File: src/rtl/ex_mem_stage_pkg.sv
// Shared definitions for the execute-to-memory pipeline stage.
// Latency: n/a (constants and types only).
// Backpressure: n/a.
package ex_mem_stage_pkg;

    // Encoding of the in_sel result-select field.
    localparam logic [1:0] SEL_ALU  = 2'b00;
    localparam logic [1:0] SEL_SHT  = 2'b01;
    localparam logic [1:0] SEL_LINK = 2'b10;
    localparam logic [1:0] SEL_ZERO = 2'b11;

    // Datapath width of the canonical payload layout below.
    localparam int PL_DW = 32;

    // Stage payload, most significant field first. The top packs a flat
    // vector in this exact field order for any DW, so the skid buffer stays
    // width-generic.
    typedef struct packed {
        logic [PL_DW-1:0] res;
        logic [4:0]       rd;
        logic             reg_we;
        logic             mem_re;
        logic             mem_we;
        logic [PL_DW-1:0] store_data;
    } ex_mem_pl_t;

    // Width of the packed payload for a given datapath width.
    function automatic int pl_width(input int dw);
        return 2 * dw + 8;
    endfunction

endpackage

File: src/rtl/ex_mem_skid.sv
// Generic two-entry skid buffer (head drives output, skid catches overflow).
// Latency: 1 cycle from accept to out_valid when empty.
// Backpressure: in_ready = !skid_valid from registered state; no comb path from out_ready.
module ex_mem_skid
    import ex_mem_stage_pkg::*;
#(
    parameter int W = 8
) (
    input  logic         clk,
    input  logic         rst_n,
    input  logic         flush,
    input  logic         in_valid,
    output logic         in_ready,
    input  logic [W-1:0] in_data,
    output logic         out_valid,
    input  logic         out_ready,
    output logic [W-1:0] out_data
);

    typedef enum logic [1:0] {
        EMPTY = 2'd0,
        ONE   = 2'd1,
        FULL  = 2'd2
    } state_t;

    state_t       state;
    state_t       state_nxt;
    logic [W-1:0] head;
    logic [W-1:0] skid;
    logic         accept;
    logic         pop;
    logic         load_head_in;
    logic         load_skid_in;
    logic         load_head_skid;

    // Handshake flags come purely from the state register.
    assign in_ready  = (state != FULL);
    assign out_valid = (state != EMPTY);
    assign out_data  = head;
    assign accept    = in_valid & in_ready;
    assign pop       = out_valid & out_ready;

    // Next-state and payload-steering decode; flush overrides everything.
    always_comb begin
        state_nxt      = state;
        load_head_in   = 1'b0;
        load_skid_in   = 1'b0;
        load_head_skid = 1'b0;
        case (state)
            EMPTY: begin
                if (accept) begin
                    state_nxt    = ONE;
                    load_head_in = 1'b1;
                end
            end
            ONE: begin
                if (pop && accept) begin
                    load_head_in = 1'b1;
                end else if (pop) begin
                    state_nxt = EMPTY;
                end else if (accept) begin
                    state_nxt    = FULL;
                    load_skid_in = 1'b1;
                end
            end
            FULL: begin
                if (pop) begin
                    state_nxt      = ONE;
                    load_head_skid = 1'b1;
                end
            end
            default: state_nxt = EMPTY;
        endcase
        if (flush) begin
            state_nxt      = EMPTY;
            load_head_in   = 1'b0;
            load_skid_in   = 1'b0;
            load_head_skid = 1'b0;
        end
    end

    // State register; reset drops every held beat without needing a clock.
    always_ff @(posedge clk or negedge rst_n) begin
        if (!rst_n) begin
            state <= EMPTY;
        end else begin
            state <= state_nxt;
        end
    end

    // Payload registers; head only changes on a load so it is stable under stall.
    always_ff @(posedge clk or negedge rst_n) begin
        if (!rst_n) begin
            head <= '0;
            skid <= '0;
        end else begin
            if (load_head_in) begin
                head <= in_data;
            end else if (load_head_skid) begin
                head <= skid;
            end
            if (load_skid_in) begin
                skid <= in_data;
            end
        end
    end

endmodule

File: src/rtl/ex_mem_stage.sv
// EX/MEM pipeline register: result select, rd0 write gating, optional forwarding (EX_MEM_FWD_EN).
// Latency: 1 cycle accept to out_valid when empty; two-entry skid absorbs one stall beat.
// Backpressure: in_ready drops only when both entries are held; registered, no path from out_ready.
module ex_mem_stage
    import ex_mem_stage_pkg::*;
#(
    parameter int DW = 32
) (
    input  logic          clk,
    input  logic          rst_n,
    input  logic          flush,
    input  logic          in_valid,
    output logic          in_ready,
    input  logic [1:0]    in_sel,
    input  logic [DW-1:0] alu_res,
    input  logic [DW-1:0] sht_res,
    input  logic [DW-1:0] link_addr,
    input  logic [4:0]    rd,
    input  logic          reg_we,
    input  logic          mem_re,
    input  logic          mem_we,
    input  logic [DW-1:0] store_data,
    output logic          out_valid,
    input  logic          out_ready,
    output logic [DW-1:0] out_res,
    output logic [4:0]    out_rd,
    output logic          out_reg_we,
    output logic          out_mem_re,
    output logic          out_mem_we,
    output logic [DW-1:0] out_store_data
`ifdef EX_MEM_FWD_EN
    ,
    output logic          fwd_valid,
    output logic [4:0]    fwd_rd,
    output logic [DW-1:0] fwd_data,
    output logic          fwd_load_hazard
`endif
);

    localparam int PW = pl_width(DW);

    logic [DW-1:0] sel_res;
    logic          reg_we_eff;
    logic [PW-1:0] pl_in;
    logic [PW-1:0] pl_out;

    // Pick the stage result; the zero select exists for ops with no writeback value.
    always_comb begin
        sel_res = '0;
        case (in_sel)
            SEL_ALU:  sel_res = alu_res;
            SEL_SHT:  sel_res = sht_res;
            SEL_LINK: sel_res = link_addr;
            SEL_ZERO: sel_res = '0;
            default:  sel_res = '0;
        endcase
    end

    // x0 is hardwired zero, so a write to it is dropped at capture.
    assign reg_we_eff = reg_we & (rd != 5'd0);

    assign pl_in = {sel_res, rd, reg_we_eff, mem_re, mem_we, store_data};

    ex_mem_skid #(
        .W (PW)
    ) u_skid (
        .clk       (clk),
        .rst_n     (rst_n),
        .flush     (flush),
        .in_valid  (in_valid),
        .in_ready  (in_ready),
        .in_data   (pl_in),
        .out_valid (out_valid),
        .out_ready (out_ready),
        .out_data  (pl_out)
    );

    assign {out_res, out_rd, out_reg_we, out_mem_re, out_mem_we, out_store_data} = pl_out;

`ifdef EX_MEM_FWD_EN
    // Loads have no data yet at this stage, so they raise a hazard instead of forwarding.
    assign fwd_valid       = out_valid & out_reg_we & ~out_mem_re;
    assign fwd_rd          = out_rd;
    assign fwd_data        = out_res;
    assign fwd_load_hazard = out_valid & out_mem_re & (out_rd != 5'd0);
`endif

endmodule

File: config.mk
export PLATFORM = sky130hd
export DESIGN_NAME = ex_mem_stage
export DESIGN_NICKNAME = d
export VERILOG_FILES = /design/src/rtl/ex_mem_stage_pkg.sv /design/src/rtl/ex_mem_skid.sv /design/src/rtl/ex_mem_stage.sv
export SDC_FILE = /design/constraint.sdc
export NUM_CORES = 1
export LEC_CHECK = 0
export ABC_AREA = 1
export CORE_MARGIN = 8
export CORE_UTILIZATION = 40
export CTS_CLUSTER_SIZE = 28
export DETAILED_ROUTE_END_ITERATION = 10
export PLACE_DENSITY = 0.7
export SYNTH_ARGS = -nofsm -noshare
export SYNTH_HDL_FRONTEND = slang
export SYNTH_SLANG_ARGS = --single-unit
File: constraint.sdc
create_clock -name clk -period 2.07 [get_ports clk]
set_clock_uncertainty 0.15 [all_clocks]
set_input_delay 0.3105 -clock clk [delete_from_list [all_inputs] [get_ports clk]]
set_output_delay 0.3105 -clock clk [all_outputs]
set_load 0.05 [all_outputs]
== Word level (Yosys, flattened, before mapping) ==
Cells that the tools add are included.

* Bits of input ports: 143
* Flip-flop bits (word level): 146
* Word-level logic and storage cells: 44
* Output and inout port bits: 74

* Equal/unequal tests: 10
* Bitwise logic cells: 3
* Multiplexer cells: 21
* Reductions and logical operators: 7

{| class="wikitable"
|+ Operators by type and width
! cell !! count
|-
| $mux 72 || 2
|-
| $pmux 32 s4 || 1
|-
| $mux 2 || 6
|-
| $mux 1 || 10
|-
| $eq 2x2->1 const B || 3
|-
| $ne 3x2->1 const B || 2
|-
| $pmux 2 s3 || 1
|-
| $reduce_bool 5->1 || 1
|-
| $eq 2x1->1 const B || 2
|-
| $logic_not 2->1 || 2
|-
| $ne 4x2->1 const B || 1
|-
| $reduce_and 4->1 || 1
|-
| $reduce_bool 2->1 || 2
|-
| $and 1x1->1 || 3
|-
| $ne 3x3->1 const B || 1
|-
| $ne 2x2->1 const B || 1
|-
| $pmux 1 s2 || 1
|-
| $logic_and 1x1->1 || 1
|}

== Depth between registers and ports, before layout ==
Gate-level depths: netlist (run 1).

* Depth after elaboration: 7
* Gate-level depth with buffers: 8
* Gate-level depth less buffers: 7

== Hierarchy ==
Synthesis (run 1) repeated with hierarchy kept, for this count alone.

* Cells, all modules: 866
* Area total of the unflattened synthesis: 6826.5 um2

{| class="wikitable"
|+ By module, submodules not included
! module !! instances !! cells each !! sequential area each (um2) !! area an instance (um2)
|-
| ex_mem_skid || 1 || 718 || 3653.5 || 6190.9
|-
| ex_mem_stage || 1 || 148 || 0.0 || 635.6
|}

== Worst setup path before layout (run 1) ==
Ideal clock, no wire load.

* Kind: register -> register
* Start: register u_skid.state[1]
* End: register u_skid.head[59] (netlist: u_skid.out_data[59])
* Data required time: 1.852 ns
* Setup slack: 0.298 ns
* Buffers on the path: 2
* Cell stages (with the launch flop): 8
* Data arrival time: 1.554 ns
* Setup time: 0.068 ns
* Period minus slack after synthesis: 1.772 ns
* Cells stage by stage: dfrtp_1 buf_2 nand2_1 nand2_1 nor2_4 buf_2 nand2_1 nand3_1

* Cells in the longest elaborated chain, start to end: 7
* Elaborated cells between the ends (all ways): 17
* Classes of those cells: eq/ne (3); mux (8); bitwise (2); reduce/logical (4)

{| class="wikitable"
|+ Ends and longest elaborated chain
! element !! RTL line !! text
|-
| from (decl) || ex_mem_skid.sv:26 || <nowiki>state_t state;</nowiki>
|-
| from (signal assigned) || ex_mem_skid.sv:87 || <nowiki>state <= state_nxt;</nowiki>
|-
| $ne 2x2->1 * || ex_mem_skid.sv:37 || <nowiki>assign in_ready = (state != FULL);</nowiki>
|-
| via in_ready || ex_mem_stage.sv:13 || <nowiki>output logic in_ready,</nowiki>
|-
| $and 1x1->1 * || ex_mem_skid.sv:40 || <nowiki>assign accept = in_valid & in_ready;</nowiki>
|-
| $logic_and 1x1->1 || ex_mem_skid.sv:57 || <nowiki>if (pop && accept) begin</nowiki>
|-
| $mux 1 || ex_mem_skid.sv:57 ||
|-
| $pmux 1 s2 * || ex_mem_skid.sv:49 || <nowiki>case (state)</nowiki>
|-
| $mux 1 * || ex_mem_skid.sv:74 || <nowiki>if (flush) begin</nowiki>
|-
| $mux 72 or $reduce_bool 2->1 (tied branches) || n/a ||
|-
| to (signal assigned) || ex_mem_skid.sv:98 || <nowiki>head <= in_data;</nowiki>
|-
| to (signal assigned) || ex_mem_skid.sv:100 || <nowiki>head <= skid;</nowiki>
|-
| to (decl) || ex_mem_skid.sv:28 || <nowiki>logic [W-1:0] head;</nowiki>
|}

Mark *: on every way through the listed nets, which the timed path passes. The rest lies on a longest branch.
A chain may end at the register's enable or synchronous reset.

== Worst setup path in the final report (run 1) ==
* Start: register u_skid.head[13] (netlist: u_skid.out_data[13])
* End: output port out_store_data[13]

{| class="wikitable"
|+ RTL lines
! element !! RTL line !! text
|-
| to (decl) || ex_mem_stage.sv:30 || <nowiki>output logic [DW-1:0] out_store_data</nowiki>
|}

No word-level cell between the ends.

==> metrics.txt, run 1 <==
CTS sink cnt=around 150; initial DRC count=~490; # diodes=0; EDFF count, synth=0; Setup TNS Final=0 ns; crit share post-route=roughly 100%; ANT nets after route=0; Max Fanout on Critical Path=2; pwr dens=1064 nW/µm²; sequential area share after synthesis=between 50 and 60%; Worst-path clk slew=~0.060 ns; Yosys Warn Count=0; Slowest-stage cell, CP=clkdlybuf4s50_1; Worst Tran Pin Value=0.5323 ns; Layout fillers=between 1.5k and 2k; CTS root buf=clkbuf_16; Vias/cell=about 4.9; Max Cap Viol=0; Synth Net Count=between 1k and 1.5k; Max Freq=between 400 and 500 MHz; Port Buf Inserts=about 220; Bufs and invs on worst path=1; worst reg2reg path endpoint=u_skid.out_data[31]; Critical Path, Cell by Cell=clkdlybuf4s50_1; most frequent cells in the layout=430 x nand2_1, 156 x nand3_1, 153 x clkdlybuf4s50_1; Layout Nets=around 1.3k; fraction of registers with async set/reset=100.0%; status=finished clean; top-area cell type share of the netlist area=51.87%; FP Rows=48; clock latency on the worst-skew pair=just over 0.4 ns; Avg Inst Size Synth=7.509 µm²; most common cell after layout, fill and taps aside=nand2_1; first-pass GRT wire length=between 30 and 40 mm; CP Class=flop to primary output; CTS buffer count=17; final setup vio count=0; Syn-to-layout area delta=45.98%; RD Place Congestion=~0.77; Routed WL per cell=15.52 µm; WP depth=1; Die Ht=148.7 µm; design area=approximately 10000 µm²; WL final=21.43 mm; Die X=~150 µm; RSZ-0062 raised after global routing=false; post-synth top area cell=dfrtp_1; CP Data Required Time=1.61 ns; DP HPWL=about 15 mm; relative slew slack=approximately 64%; Hold Vio Cnt, Final=0; Startpoint Class=flop; initial antenna violation count=0; share of cells above drive strength 1=between 7 and 8%; Worst EP arrival=1.59 ns; worst reg-to-reg setup slack=approximately 0.42 ns; CP delay by family, top=buffers and inverters; FF-to-FF Start=u_skid.state[1]; Hold WC Path Type=input pin to async pin; Worst R2R Path Depth=6; synth top area cells=dfrtp_1 52%, nand2_1 23%, nand3_1 11%; Synth Instances=roughly 940; Synth Flop Type=dfrtp_1; vias in the first global route=a little under 7k; CTS tree=built; DIE AREA=around 22000 µm²; Seq cells post-synth=146; total track usage=19.96%; worst vdd ir=around 0.67 mV; dpl cell area=approximately 9600 µm²; crit path capture=out_store_data[13]; Pre-Repair DR Iteration Count=5; delay of the slowest critical-path stage=0.83 ns; Crit. End Element=primary output; Vias=about 6.8k; P_leak=roughly 0.0054 µW; Overflow after GRT=0; CTS max path bufs=2; H-tree depth=4; count of different cell masters after synthesis=20; residual DRC count=0; Ports=~220; total core area=17240 µm²; Initial Util=40.86%; worst setup path start=u_skid.out_data[13]; Syn Std Cell Area=~7000 µm²; post-route minimum period=~2 ns; Final Slew Violations=0; largest net degree at the start of global routing=58
[state kept, by name, indices dropped and copies added, names as in the netlist]
| signal | count |
|---|---|
| u_skid.out_data | 72 |
| u_skid.skid | 72 |
| u_skid.state | 2 |
[metal layers]
| metal | up-vias | share of wire [%] | routed length, µm | global-route usage [%] |
|---|---|---|---|---|
| met5 | - | 0 | 0 | 0 |
| met3 | 26 | 5.9 | 1267 | 4.254 |
| met4 | 0 | 1.9 | 410 | 7.037 |
| met1 | 3152 | 42 | 8994 | 24.14 |
| li1 | 3381 | - | - | - |
| met2 | 193 | 50 | 10760 | 34.36 |
[worst min-delay path by stage]
stage                                      to  slack [ns]
final                     u_skid.out_data[68]        0.18
after global routing      u_skid.out_data[68]        0.18
after CTS                 u_skid.out_data[68]        0.18
after detailed placement  u_skid.out_data[68]        0.04
after global placement    u_skid.out_data[68]        0.03
after floorplan            u_skid.out_data[0]       -0.14
[through the flow]
stage          cells  setup WS, ns  total power (µW)  hold WS (ns)  utilization [%]
6_report        1381       0.02382             10940        0.1786            59.65
3_5_place_dp    1348       0.07757              7866       0.03636            55.67
3_3_place_gp    1348       0.06912              7798       0.03366            55.67
2_1_floorplan    938        0.2978              6378       -0.1351                -
5_1_grt         1381     0.0002996             11580        0.1831            59.65
4_1_cts         1381     0.0001550             11070        0.1774            59.20
[Yosys cell counts, types with 3 or more instances]
master	instances
nand3_1	157
nor2_1	10
buf_4	4
clkbuf_1	14
buf_2	37
o21ai_1	6
inv_2	4
o21ai_0	26
nand2_1	430
buf_6	3
nand4_1	30
dfrtp_1	146
inv_1	64
[cells by family after synthesis]
kind of cell,share of synthesized area [%]
buffers and inverters,8.030
flip-flops,51.87
AND/OR/NAND/NOR,37.75
AO/OA/AOI/OAI,2.345
[cell type report]
class / instances / area [µm²] / share of cell area (%)
clock inverter: 13 / 183.9 / 1.789
sequential: 146 / 3654 / 35.54
timing repair buffer: 246 / 2620 / 25.48
inverter: 68 / 255.2 / 2.483
tap: 225 / 281.5 / 2.738
multi-input combinational: 664 / 2844 / 27.66
clock buffer: 19 / 442.9 / 4.308
[report_power, final]
| part | internal (µW) | total (µW) | switching [µW] |
|---|---|---|---|
| Combinational | 1260 | 3580 | 2320 |
| Clock | 2050 | 3240 | 1190 |
| Sequential | 3710 | 4110 | 403 |
[what timing repair did]
| item | CTS | global route |
|---|---|---|
| hold endpoints to repair | 146 | 0 |
| gates resized for setup | 23 | 31 |
| setup endpoints to repair | 23 | 31 |
| buffers inserted | 0 | 0 |
| hold buffers | 1 | 0 |
Note: power is estimated with default switching activity, not from simulation.
==> run 2: changes to the inputs <==
SLEW_MARGIN = 25   (was default)
==> results of run 2 <==
Same layout as run 1: the final DEF is identical, and so are final timing and power.
==> run 3: changes to the inputs <==
CAP_MARGIN = 10   (was default)
SETUP_SLACK_MARGIN = 0.02   (was default)
==> run 3 against run 2 <==
Compared with the run above: wire length rose by 0.13%; sequential power barely moved; non-clock buffer count did not move; fmax rose by 13%; critical path depth did not move; global-route usage barely moved; largest cell class unchanged.
==> metrics.txt, run 3 (same netlist as run 1, synthesis figures left out) <==
Syn-to-layout area delta=44.86%; crit share post-route=87.16% (-12 points); first-pass GRT wire length=35.40 mm (about the same); Bufs and invs on worst path=1 (unchanged); Worst EP arrival=1.34 ns (-0.25 ns); combinational cell fraction of total power=32.2% (-0.6 points); initial DRC count=518 (+5.9%); ANT nets after route=0 (unchanged); # diodes=0 (unchanged); Max Freq=554.2 MHz (+13%); DIE AREA=22110 µm² (unchanged); Die X=148.7 µm (unchanged); Startpoint Class=flop; Slowest-stage cell, CP=dlygate4sd2_1; Final Slew Violations=0 (unchanged); delay of the slowest critical-path stage=0.56 ns (-0.27 ns); Routed WL per cell=15.54 µm (+0.13%); most frequent cells in the layout=430 x nand2_1, 156 x nand3_1, 146 x dfrtp_1; RSZ-0062 raised after global routing=false; WL final=21.46 mm (+0.13%); RD Place Congestion=0.7749 (unchanged); Hold Vio Cnt, Final=0 (unchanged); CTS tree=built; vias in the first global route=6894 (+0.029%); Switch Pwr=3927 µW (+0.13%); total core area=17240 µm² (unchanged); share of cells above drive strength 1=7.007% (unchanged); residual DRC count=0 (unchanged); Internal=6932 µW (-1.2%); Flop pwr share=37.9% (+0.3 points); DP HPWL=14.84 mm (unchanged); Die Ht=148.7 µm (unchanged); CTS buffer count=17 (unchanged); Critical Path, Cell by Cell=dlygate4sd2_1; Overflow after GRT=0 (unchanged); CP Class=flop to primary output; Initial Util=40.86% (unchanged); pwr dens=1064 nW/µm² (about the same); WHS=0.1793 ns (+0.0007540 ns); Hold WC Path Type=input pin to async pin; worst vdd ir=0.6715 mV (+0.24%); status=finished clean; largest net degree at the start of global routing=58 (unchanged); area of the multi-input gates=2844 µm² (unchanged); CTS sink cnt=146 (unchanged); worst setup path start=u_skid.out_data[33]; Setup TNS Final=0 ns (unchanged); Port Buf Inserts=216 (unchanged); Worst Tran Pin Value=0.5404 ns (+0.008052 ns); Vias=6775 (+0.34%); Vias/cell=4.906 (+0.34%); most common cell after layout, fill and taps aside=nand2_1; CTS root buf=clkbuf_16; Layout fillers=1572 (+1.9%); initial antenna violation count=0 (unchanged); clock latency on the worst-skew pair=0.41 ns (about the same); CTS max path bufs=2 (unchanged); Crit. End Element=primary output; Max Cap Viol=0 (unchanged); Pre-Repair DR Iteration Count=5 (unchanged); CP delay by family, top=buffers and inverters; post-route minimum period=1.804 ns (-0.2419 ns); relative slew slack=64.12% (-0.34 points); switching share of power=36.16% (+0.32 points); H-tree depth=4 (unchanged); P_leak=0.005263 µW (-2.6%); final setup vio count=0 (unchanged); Ports=217 (unchanged); total track usage=19.96% (about the same); Layout Nets=1286 (unchanged); Worst-path clk slew=0.06 ns (about the same); FP Rows=48 (unchanged); FF-to-FF Start=u_skid.state[1]; Max Fanout on Critical Path=2 (unchanged); Register Area=3654 µm² (unchanged); clock share of power=29.9% (+0.2 points); CP Data Required Time=1.61 ns (about the same)
-- run 3: routing by layer --
layer | GRT usage [%] | up-vias | share of wire [%]
met2 | 34.39 | 189 | 50
met1 | 24.12 | 3181 | 42
li1 | - | 3379 | -
met4 | 7.037 | 0 | 1.9
met3 | 4.284 | 26 | 5.4
met5 | 0 | - | 0
-- run 3: repair_timing --
| item | in CTS | in global routing |
|---|---|---|
| pin swaps | 0 | 0 |
| endpoints found under the hold margin | 146 | 0 |
| resized for setup | 52 | 14 |
| setup endpoints to repair | 52 | 14 |
| buffers inserted | 0 | 0 |
| hold buffers | 1 | 0 |
-- run 3: final timing paths --
check	slack (ns)	cells past startpoint	end
max reg2reg	0.42	6	u_skid.out_data[31]
max in group asynchronous	1.00	3	u_skid.out_data[7]
min in group clk	0.31	3	u_skid.skid[32]
min reg2reg	0.33	2	u_skid.skid[5]
min	0.18	2	u_skid.out_data[68]
max	0.27	1	out_mem_re
-- run 3: stage by stage --
step                      cells  cell area [µm²]  utilization [%]  power, µW  setup slack (ns)
after floorplan             938             7043                -       6378            0.2978
after global placement     1348             9595            55.67       7798           0.06912
after detailed placement   1348             9595            55.67       7866           0.07757
after CTS                  1381            10170            58.99      10970           0.02056
after global routing       1381            10200            59.19      11490            0.1977
final                      1381            10200            59.19      10860            0.2658
-- run 3: power groups by stage --
stage                     Sequential, µW  Combinational [µW]  Clock [µW]
after detailed placement            4160                3700           0
after CTS                           4120                3550        3300
after global placement              4150                3650           0
final                               4110                3500        3250
after global routing                4210                3830        3450
after floorplan                     5260                1120           0
-- run 3: cell type report --
cell class	count	area share (%)
Tap cell	225	2.759
Clock buffer	19	4.341
Clock inverter	13	1.803
Multi-Input combinational cell	664	27.88
Timing Repair Buffer	246	24.91
Inverter	68	2.502
Sequential cell	146	35.81
